--- src/rtl/reservation_station_pkg.sv ---
`default_nettype none
// ============================================================================
// Module   : reservation_station_pkg
// Brief    : Shared defaults and opcode encodings for the reservation
//            station and its entry slice.
// Revision : 1.0 - initial release
// ============================================================================
package reservation_station_pkg;

    // Default widths used by the reservation station parameter lists
    localparam int c_TAG_WIDTH_DEF  = 8;
    localparam int c_DATA_WIDTH_DEF = 128;
    localparam int c_OP_WIDTH_DEF   = 6;
    localparam int c_DEPTH_DEF      = 4;
    localparam int c_REG_ADDR_WIDTH = 4;

    // Opcode encodings carried through to the execution unit
    localparam logic [5:0] c_OP_NOP = 6'd0;
    localparam logic [5:0] c_OP_ADD = 6'd1;
    localparam logic [5:0] c_OP_SUB = 6'd2;
    localparam logic [5:0] c_OP_MUL = 6'd3;

endpackage : reservation_station_pkg
`default_nettype wire

--- src/rtl/rs_entry.sv ---
`default_nettype none
// ============================================================================
// Module   : rs_entry
// Brief    : One reservation-station slot: op storage, result-bus snoop and
//            capture for pending sources, alloc-time broadcast forwarding.
// Revision : 1.0 - initial release
// ============================================================================
module rs_entry
    import reservation_station_pkg::*;
#(
    parameter int OP_WIDTH   = c_OP_WIDTH_DEF,
    parameter int TAG_WIDTH  = c_TAG_WIDTH_DEF,
    parameter int DATA_WIDTH = c_DATA_WIDTH_DEF
) (
    input  logic                  clk,
    input  logic                  i_rst_n,
    input  logic                  i_flush,
    input  logic                  i_alloc_en,
    input  logic [OP_WIDTH-1:0]   i_op,
    input  logic [TAG_WIDTH-1:0]  i_dtag,
    input  logic                  i_src0_rdy,
    input  logic [TAG_WIDTH-1:0]  i_src0_tag,
    input  logic [DATA_WIDTH-1:0] i_src0_data,
    input  logic                  i_src1_rdy,
    input  logic [TAG_WIDTH-1:0]  i_src1_tag,
    input  logic [DATA_WIDTH-1:0] i_src1_data,
    input  logic                  i_bcast,
    input  logic [TAG_WIDTH-1:0]  i_bcast_tag,
    input  logic [DATA_WIDTH-1:0] i_bcast_data,
    input  logic                  i_free_en,
    output logic                  o_valid,
    output logic [OP_WIDTH-1:0]   o_op,
    output logic [TAG_WIDTH-1:0]  o_dtag,
    output logic [DATA_WIDTH-1:0] o_data0,
    output logic [DATA_WIDTH-1:0] o_data1,
    output logic                  o_ready
);

    logic                  r_valid;
    logic [OP_WIDTH-1:0]   r_op;
    logic [TAG_WIDTH-1:0]  r_dtag;
    logic                  r_rdy0;
    logic                  r_rdy1;
    logic [TAG_WIDTH-1:0]  r_tag0;
    logic [TAG_WIDTH-1:0]  r_tag1;
    logic [DATA_WIDTH-1:0] r_data0;
    logic [DATA_WIDTH-1:0] r_data1;

    // A source arriving with the same edge's broadcast is taken straight
    // off the bus, otherwise the result would be missed entirely.
    logic w_fwd0;
    logic w_fwd1;
    logic w_cap0;
    logic w_cap1;

    assign w_fwd0 = !i_src0_rdy && i_bcast && (i_src0_tag == i_bcast_tag);
    assign w_fwd1 = !i_src1_rdy && i_bcast && (i_src1_tag == i_bcast_tag);
    assign w_cap0 = r_valid && !r_rdy0 && i_bcast && (r_tag0 == i_bcast_tag);
    assign w_cap1 = r_valid && !r_rdy1 && i_bcast && (r_tag1 == i_bcast_tag);

    // Slot storage: alloc write, free on issue, capture from result bus
    always_ff @(posedge clk or negedge i_rst_n) begin
        if (!i_rst_n) begin
            r_valid <= 1'b0;
            r_op    <= '0;
            r_dtag  <= '0;
            r_rdy0  <= 1'b0;
            r_rdy1  <= 1'b0;
            r_tag0  <= '0;
            r_tag1  <= '0;
            r_data0 <= '0;
            r_data1 <= '0;
        end else if (i_flush) begin
            r_valid <= 1'b0;
            r_op    <= '0;
            r_dtag  <= '0;
            r_rdy0  <= 1'b0;
            r_rdy1  <= 1'b0;
            r_tag0  <= '0;
            r_tag1  <= '0;
            r_data0 <= '0;
            r_data1 <= '0;
        end else if (i_alloc_en) begin
            r_valid <= 1'b1;
            r_op    <= i_op;
            r_dtag  <= i_dtag;
            r_rdy0  <= i_src0_rdy || w_fwd0;
            r_rdy1  <= i_src1_rdy || w_fwd1;
            r_tag0  <= i_src0_tag;
            r_tag1  <= i_src1_tag;
            r_data0 <= w_fwd0 ? i_bcast_data : i_src0_data;
            r_data1 <= w_fwd1 ? i_bcast_data : i_src1_data;
        end else begin
            if (i_free_en) begin
                r_valid <= 1'b0;
            end
            if (w_cap0) begin
                r_rdy0  <= 1'b1;
                r_data0 <= i_bcast_data;
            end
            if (w_cap1) begin
                r_rdy1  <= 1'b1;
                r_data1 <= i_bcast_data;
            end
        end
    end

    assign o_valid = r_valid;
    assign o_op    = r_op;
    assign o_dtag  = r_dtag;
    assign o_data0 = r_data0;
    assign o_data1 = r_data1;
    assign o_ready = r_valid && r_rdy0 && r_rdy1;

endmodule : rs_entry
`default_nettype wire

--- src/rtl/reservation_station.sv ---
`default_nettype none
// ============================================================================
// Module   : reservation_station
// Brief    : Operand-capture issue queue. Holds renamed ops until both
//            sources are available, then dispatches one op at a time through
//            a single output register with a valid/ready handshake.
//            Build option RS_OLDEST_FIRST_EN: age-matrix oldest-ready issue
//            selection (default: lowest-index ready entry).
// Revision : 1.0 - initial release
// ============================================================================
module reservation_station
    import reservation_station_pkg::*;
#(
    parameter int TAG_WIDTH  = c_TAG_WIDTH_DEF,
    parameter int DATA_WIDTH = c_DATA_WIDTH_DEF,
    parameter int DEPTH      = c_DEPTH_DEF,
    parameter int OP_WIDTH   = c_OP_WIDTH_DEF
) (
    input  logic                       clk,
    input  logic                       rst,
    input  logic                       flush,
    input  logic                       alloc_valid,
    output logic                       alloc_ready,
    input  logic [OP_WIDTH-1:0]        alloc_op,
    input  logic [TAG_WIDTH-1:0]       alloc_tag,
    input  logic                       src0_rdy,
    input  logic [TAG_WIDTH-1:0]       src0_tag,
    input  logic [DATA_WIDTH-1:0]      src0_data,
    input  logic                       src1_rdy,
    input  logic [TAG_WIDTH-1:0]       src1_tag,
    input  logic [DATA_WIDTH-1:0]      src1_data,
    input  logic                       bcast_IN,
    input  logic [TAG_WIDTH-1:0]       bcast_tag_IN,
    input  logic [DATA_WIDTH-1:0]      d_IN,
    output logic                       issue_valid,
    input  logic                       issue_ready,
    output logic [OP_WIDTH-1:0]        issue_op,
    output logic [TAG_WIDTH-1:0]       issue_tag,
    output logic [DATA_WIDTH-1:0]      issue_a,
    output logic [DATA_WIDTH-1:0]      issue_b,
    output logic [$clog2(DEPTH+1)-1:0] count
);

    localparam int c_IDX_W = $clog2(DEPTH);
    localparam int c_CNT_W = $clog2(DEPTH+1);

    logic [DEPTH-1:0]      w_valid;
    logic [DEPTH-1:0]      w_ready;
    logic [DEPTH-1:0]      w_alloc_en;
    logic [DEPTH-1:0]      w_free_en;
    logic [OP_WIDTH-1:0]   w_op    [DEPTH];
    logic [TAG_WIDTH-1:0]  w_dtag  [DEPTH];
    logic [DATA_WIDTH-1:0] w_data0 [DEPTH];
    logic [DATA_WIDTH-1:0] w_data1 [DEPTH];

    logic [c_IDX_W-1:0]    w_alloc_idx;
    logic                  w_alloc_fire;
    logic [c_IDX_W-1:0]    w_sel_idx;
    logic                  w_sel_valid;
    logic                  w_issue_load;
    logic [c_CNT_W-1:0]    w_count;

    logic                  r_issue_valid;
    logic [OP_WIDTH-1:0]   r_issue_op;
    logic [TAG_WIDTH-1:0]  r_issue_tag;
    logic [DATA_WIDTH-1:0] r_issue_a;
    logic [DATA_WIDTH-1:0] r_issue_b;

    generate
        for (genvar gi = 0; gi < DEPTH; gi++) begin : g_entry
            assign w_alloc_en[gi] = w_alloc_fire && (w_alloc_idx == c_IDX_W'(gi));
            assign w_free_en[gi]  = w_issue_load && w_sel_valid && (w_sel_idx == c_IDX_W'(gi));

            rs_entry #(
                .OP_WIDTH   (OP_WIDTH),
                .TAG_WIDTH  (TAG_WIDTH),
                .DATA_WIDTH (DATA_WIDTH)
            ) u_entry (
                .clk          (clk),
                .i_rst_n      (rst),
                .i_flush      (flush),
                .i_alloc_en   (w_alloc_en[gi]),
                .i_op         (alloc_op),
                .i_dtag       (alloc_tag),
                .i_src0_rdy   (src0_rdy),
                .i_src0_tag   (src0_tag),
                .i_src0_data  (src0_data),
                .i_src1_rdy   (src1_rdy),
                .i_src1_tag   (src1_tag),
                .i_src1_data  (src1_data),
                .i_bcast      (bcast_IN),
                .i_bcast_tag  (bcast_tag_IN),
                .i_bcast_data (d_IN),
                .i_free_en    (w_free_en[gi]),
                .o_valid      (w_valid[gi]),
                .o_op         (w_op[gi]),
                .o_dtag       (w_dtag[gi]),
                .o_data0      (w_data0[gi]),
                .o_data1      (w_data1[gi]),
                .o_ready      (w_ready[gi])
            );
        end
    endgenerate

    // Lowest-index free slot; readiness comes from registered state only
    always_comb begin
        w_alloc_idx = '0;
        for (int i = DEPTH - 1; i >= 0; i--) begin
            if (!w_valid[i]) begin
                w_alloc_idx = c_IDX_W'(i);
            end
        end
    end

    assign alloc_ready  = !(&w_valid);
    assign w_alloc_fire = alloc_valid && alloc_ready;
    assign w_issue_load = !r_issue_valid || issue_ready;
    assign w_sel_valid  = |w_ready;

`ifdef RS_OLDEST_FIRST_EN
    // r_age[i][j] = 1 means entry i was allocated before entry j
    logic [DEPTH-1:0] r_age [DEPTH];

    // New entry is younger than every other slot
    always_ff @(posedge clk or negedge rst) begin
        if (!rst) begin
            for (int i = 0; i < DEPTH; i++) begin
                r_age[i] <= '0;
            end
        end else if (flush) begin
            for (int i = 0; i < DEPTH; i++) begin
                r_age[i] <= '0;
            end
        end else if (w_alloc_fire) begin
            for (int j = 0; j < DEPTH; j++) begin
                r_age[w_alloc_idx][j] <= 1'b0;
                r_age[j][w_alloc_idx] <= (j != int'(w_alloc_idx));
            end
        end
    end

    // Pick the ready entry that no other ready entry is older than
    always_comb begin
        logic w_older;
        w_sel_idx = '0;
        w_older   = 1'b0;
        for (int i = DEPTH - 1; i >= 0; i--) begin
            w_older = 1'b0;
            for (int j = 0; j < DEPTH; j++) begin
                if (w_ready[j] && r_age[j][i]) begin
                    w_older = 1'b1;
                end
            end
            if (w_ready[i] && !w_older) begin
                w_sel_idx = c_IDX_W'(i);
            end
        end
    end
`else
    // Pick the lowest-index ready entry
    always_comb begin
        w_sel_idx = '0;
        for (int i = DEPTH - 1; i >= 0; i--) begin
            if (w_ready[i]) begin
                w_sel_idx = c_IDX_W'(i);
            end
        end
    end
`endif

    // Issue register: refills whenever empty or being drained
    always_ff @(posedge clk or negedge rst) begin
        if (!rst) begin
            r_issue_valid <= 1'b0;
            r_issue_op    <= '0;
            r_issue_tag   <= '0;
            r_issue_a     <= '0;
            r_issue_b     <= '0;
        end else if (flush) begin
            r_issue_valid <= 1'b0;
            r_issue_op    <= '0;
            r_issue_tag   <= '0;
            r_issue_a     <= '0;
            r_issue_b     <= '0;
        end else if (w_issue_load) begin
            r_issue_valid <= w_sel_valid;
            if (w_sel_valid) begin
                r_issue_op  <= w_op[w_sel_idx];
                r_issue_tag <= w_dtag[w_sel_idx];
                r_issue_a   <= w_data0[w_sel_idx];
                r_issue_b   <= w_data1[w_sel_idx];
            end
        end
    end

    // Occupancy is the population count of valid slots
    always_comb begin
        w_count = '0;
        for (int i = 0; i < DEPTH; i++) begin
            w_count = w_count + c_CNT_W'(w_valid[i]);
        end
    end

    assign count       = w_count;
    assign issue_valid = r_issue_valid;
    assign issue_op    = r_issue_op;
    assign issue_tag   = r_issue_tag;
    assign issue_a     = r_issue_a;
    assign issue_b     = r_issue_b;

endmodule : reservation_station
`default_nettype wire

--- config.mk ---
export PLATFORM = sky130hd
export DESIGN_NAME = reservation_station
export DESIGN_NICKNAME = d
export VERILOG_FILES = /design/src/rtl/reservation_station_pkg.sv /design/src/rtl/rs_entry.sv /design/src/rtl/reservation_station.sv
export SDC_FILE = /design/constraint.sdc
export NUM_CORES = 2
export LEC_CHECK = 0
export ABC_AREA = 1
export ABC_CLOCK_PERIOD_IN_PS = 3620
export CAP_MARGIN = 5
export CORE_UTILIZATION = 40
export DETAILED_ROUTE_END_ITERATION = 6
export SLEW_MARGIN = 20
export SYNTH_ARGS = -nofsm -noshare
export SYNTH_HDL_FRONTEND = slang
export SYNTH_HIERARCHICAL = 1
export SYNTH_SLANG_ARGS = --single-unit
--- constraint.sdc ---
create_clock -name clk -period 3.62 [get_ports clk]
set_input_delay 0.362 -clock clk [delete_from_list [all_inputs] [get_ports clk]]
set_output_delay 0.362 -clock clk [all_outputs]
set_load 0.02 [all_outputs]
==> run summary <==
WL per Instance: 26.55 µm
WHS: 0.08399 ns
Root Driver: clkbuf_16
Crit path arrival time: 3.07 ns
Synthesized instance count: 11.66k
GP Congestion: 0.9251
# rows: 167
First-pass GRT wire length: 574,800 µm
Mapped cell area: 83,530 µm²
Sink Count: 1,427
Reg2Reg Launch Point: g_entry[0].u_entry/o_valid$_DFFE_PN0P_
IO Pins: 705
M1 WL: 154,100 µm
Met3 WL: 48,080 µm
Final setup violating endpoints: 0
Share of layout cells above drive strength 1: 5.191%
Critical Path Fanout Max: 5
Post-Route WL: 394,200 µm
Async SR Flop Fraction: 100.0%
Crit. End Element: output port
Syn avg cell area: 7.164 µm²
Largest area contributor in the netlist: dfrtp_1
R2R depth: 8
Top sig layer: met5
CTS tree: built
Final Util: 47.83%
GRT overflow: 0
Worst slew margin: 22.11%
DIE AREA: 210,700 µm²
Post-synthesis cell type count: 34
Clock Path Buffers: 3
Synthesized flop and latch total: 1,427
Initial antenna violation count: 72
Min Tclk post-route: 3.433 ns
Reg2Reg Setup Slack: 0.37 ns
Fin. Hold Viols: 0
Count leader, synth: nand2_1
Post-synth EDFFs: 0
Worst Max-Slew Pin Slew: 1.168 ns
First drt pass iteration count: 7
Pleak: 52.22 nW
CTS Buf Count: 169
Fill count: 20.62k
Die height: 459.0 µm
Via count of the first global-routing pass: 84.86k
Slowest cell on crit path: fa_1
Setup_tns: 0 ns
Setup crit start kind: flip-flop
Port Buffers: 704
Synth warn: 6
Number of H-tree levels: 4
Largest stage delay, worst path: 0.56 ns
Via density: 5.931
Hold WC Path Type: in -> async
Seq/Total Area, Yosys: 42.75%
Failing checks: design-rule violations
Die width: 459.0 µm
Global router's overall resource usage: 36.47%
Final antenna-violating net count: 0
Ys flop type: dfrtp_1
Required @ worst endpoint: 3.26 ns
Critical path cell sequence: inv_1 > fa_1 > inv_1 > ha_1 > ha_1 > clkdlybuf4s50_1
Layout Nets: 12.32k
Kind of critical path: reg -> out
Commonest cells in the netlist: nand2_1 (4,583), nand3_1 (2,239), dfrtp_1 (1,427), nand3b_1 (1,024), inv_1 (920)
Synthesized Nets: 12.09k
Clock Skew: 0.04381 ns
CORE AREA: 207,300 µm²
Synth area leaders: dfrtp_1 (43%), nand2_1 (21%), nand3_1 (13%)
Initial Utilization: 40.30%
Top cell type's share of synthesized area: 42.75%
Clock slew at reported path FFs: 0.06 ns
RSZ-0062 raised after global routing: no
Fmax: 0.2913 GHz
Largest net degree at the start of global routing: 133
Synth-to-layout area growth: 18.68%
Drc violations: 1
Worst skew pair latency: 0.88 ns
Run status: finished with violations
Dpl hpwl: 237,100 µm
Period utilization: 94.83%
R2R Path End: g_entry[0].u_entry/r_tag1[4]$_DFFE_PN0P_
P per Cell Area: 411.6 nW/µm²
Max Cap Viol: 0
Initial drt markers: 12.82k
Vias: 88.06k
Met2 routed WL: 168,700 µm
VDD IR-drop max: 0.0005619 V
Fin. max-slew vios: 0
-- sequential cells by signal (all words and copies together) (netlist names) --
register and count:
g_entry.u_entry/r_tag0 32, issue_b 128, g_entry.u_entry/r_tag1 32, g_entry.u_entry/o_data1 512, g_entry.u_entry/o_valid 4, issue_a 128
g_entry.u_entry/r_rdy0 4, g_entry.u_entry/r_rdy1 4, g_entry.u_entry/o_op 24, issue_valid 1, g_entry.u_entry/o_dtag 32, issue_tag 8
g_entry.u_entry/o_data0 512, issue_op 6
-- repair_timing --
item,in CTS,in global routing
hold buffers,1,0
endpoints found under the hold margin,677,0
pin swaps,0,0
buffers inserted,0,0
gates resized for setup,2,1
setup endpoints to repair,1,1
-- per-stage QoR --
stage | worst slack (ns) | total power, mW | cell area (µm²) | std cells
floorplan | 1.398 | 20.03 | 83530 | 11660
CTS | 0.03009 | 40.81 | 99040 | 14810
finish | 0.1870 | 40.80 | 99140 | 14850
global placement | 0.3430 | 22.91 | 93340 | 14500
detailed placement | 0.3636 | 22.96 | 93340 | 14500
global route | 0.1204 | 41.98 | 99100 | 14830
-- logic make-up after synthesis --
family	synth area share (%)
AOI/OAI and AO/OA	0.7924
xor gates and xnor gates	0.08389
adders and majority gates	0.06891
buffers and inverters	10.36
DFF	42.75
and+or+nand+nor	45.95
-- critical path, delay by kind of cell (launching register included) --
family                     cells  cell delay [ns]
buffers and inverters          3             0.73
DFF                            1             0.54
adders and majority gates      3             0.94
-- worst max path at each step --
stage / to / slack, ns / cells past startpoint / startpoint
after floorplan: g_entry[1].u_entry/o_data1[100]$_DFFE_PN0P_ / 1.40 / 12 / g_entry[0].u_entry/o_valid$_DFFE_PN0P_
after global placement: g_entry[0].u_entry/o_data0[49]$_DFFE_PN0P_ / 0.34 / 13 / bcast_tag_IN[7]
after detailed placement: g_entry[0].u_entry/o_data0[49]$_DFFE_PN0P_ / 0.36 / 13 / bcast_tag_IN[7]
after CTS: count[1] / 0.03 / 6 / g_entry[3].u_entry/o_valid$_DFFE_PN0P_
after global routing: count[2] / 0.12 / 7 / g_entry[1].u_entry/o_valid$_DFFE_PN0P_
final: count[2] / 0.19 / 6 / g_entry[3].u_entry/o_valid$_DFFE_PN0P_
-- report_power, final --
group | switching (mW) | total, mW | internal (mW)
clock network | 7.58 | 17.9 | 10.4
registers | 0.360 | 16.9 | 16.6
logic | 4.05 | 5.93 | 1.89
-- area by class of cell --
cell class	instances	area [µm²]	area share, %
repair buffers	980	11090	11.19
diodes	37	92.59	0.09340
clock buffers	251	4930	4.973
inverters	960	3611	3.642
well taps	2788	3488	3.519
multi-input cells	8348	39450	39.79
flip-flops and latches	1427	35710	36.02
clock inverters	55	760.7	0.7674
-- placed cells by master, fill, tap and decap left out, drive strengths merged --
| cell type | n |
|---|---|
| bufinv | 13 |
| xor2 | 8 |
| buf | 276 |
| diode | 37 |
| nor3b | 1 |
| o21ai | 32 |
| nor2 | 76 |
| a21oi | 12 |
| clkdlybuf4s50 | 702 |
| dlygate4sd3 | 1 |
| a31oi | 1 |
| clkbuf | 251 |
| clkinvlp | 5 |
| inv | 960 |
| o22ai | 48 |
| nand4 | 290 |
| nor3 | 9 |
| dlymetal6s2s | 1 |
| fa | 1 |
| o31ai | 4 |
| and3 | 8 |
| dfrtp | 1427 |
| o211ai | 4 |
| nand3b | 1024 |
| ha | 3 |
| nand2 | 4588 |
| clkinv | 37 |
| nand3 | 2239 |
-- metal layers --
layer  up-vias  global-route usage, %
met3      1272                  9.896
met1     42500                  48.11
met4        66                  20.48
met2      6223                  53.83
li1      38000                      -
met5         -                      0
Note: power is estimated with default switching activity, not from simulation.
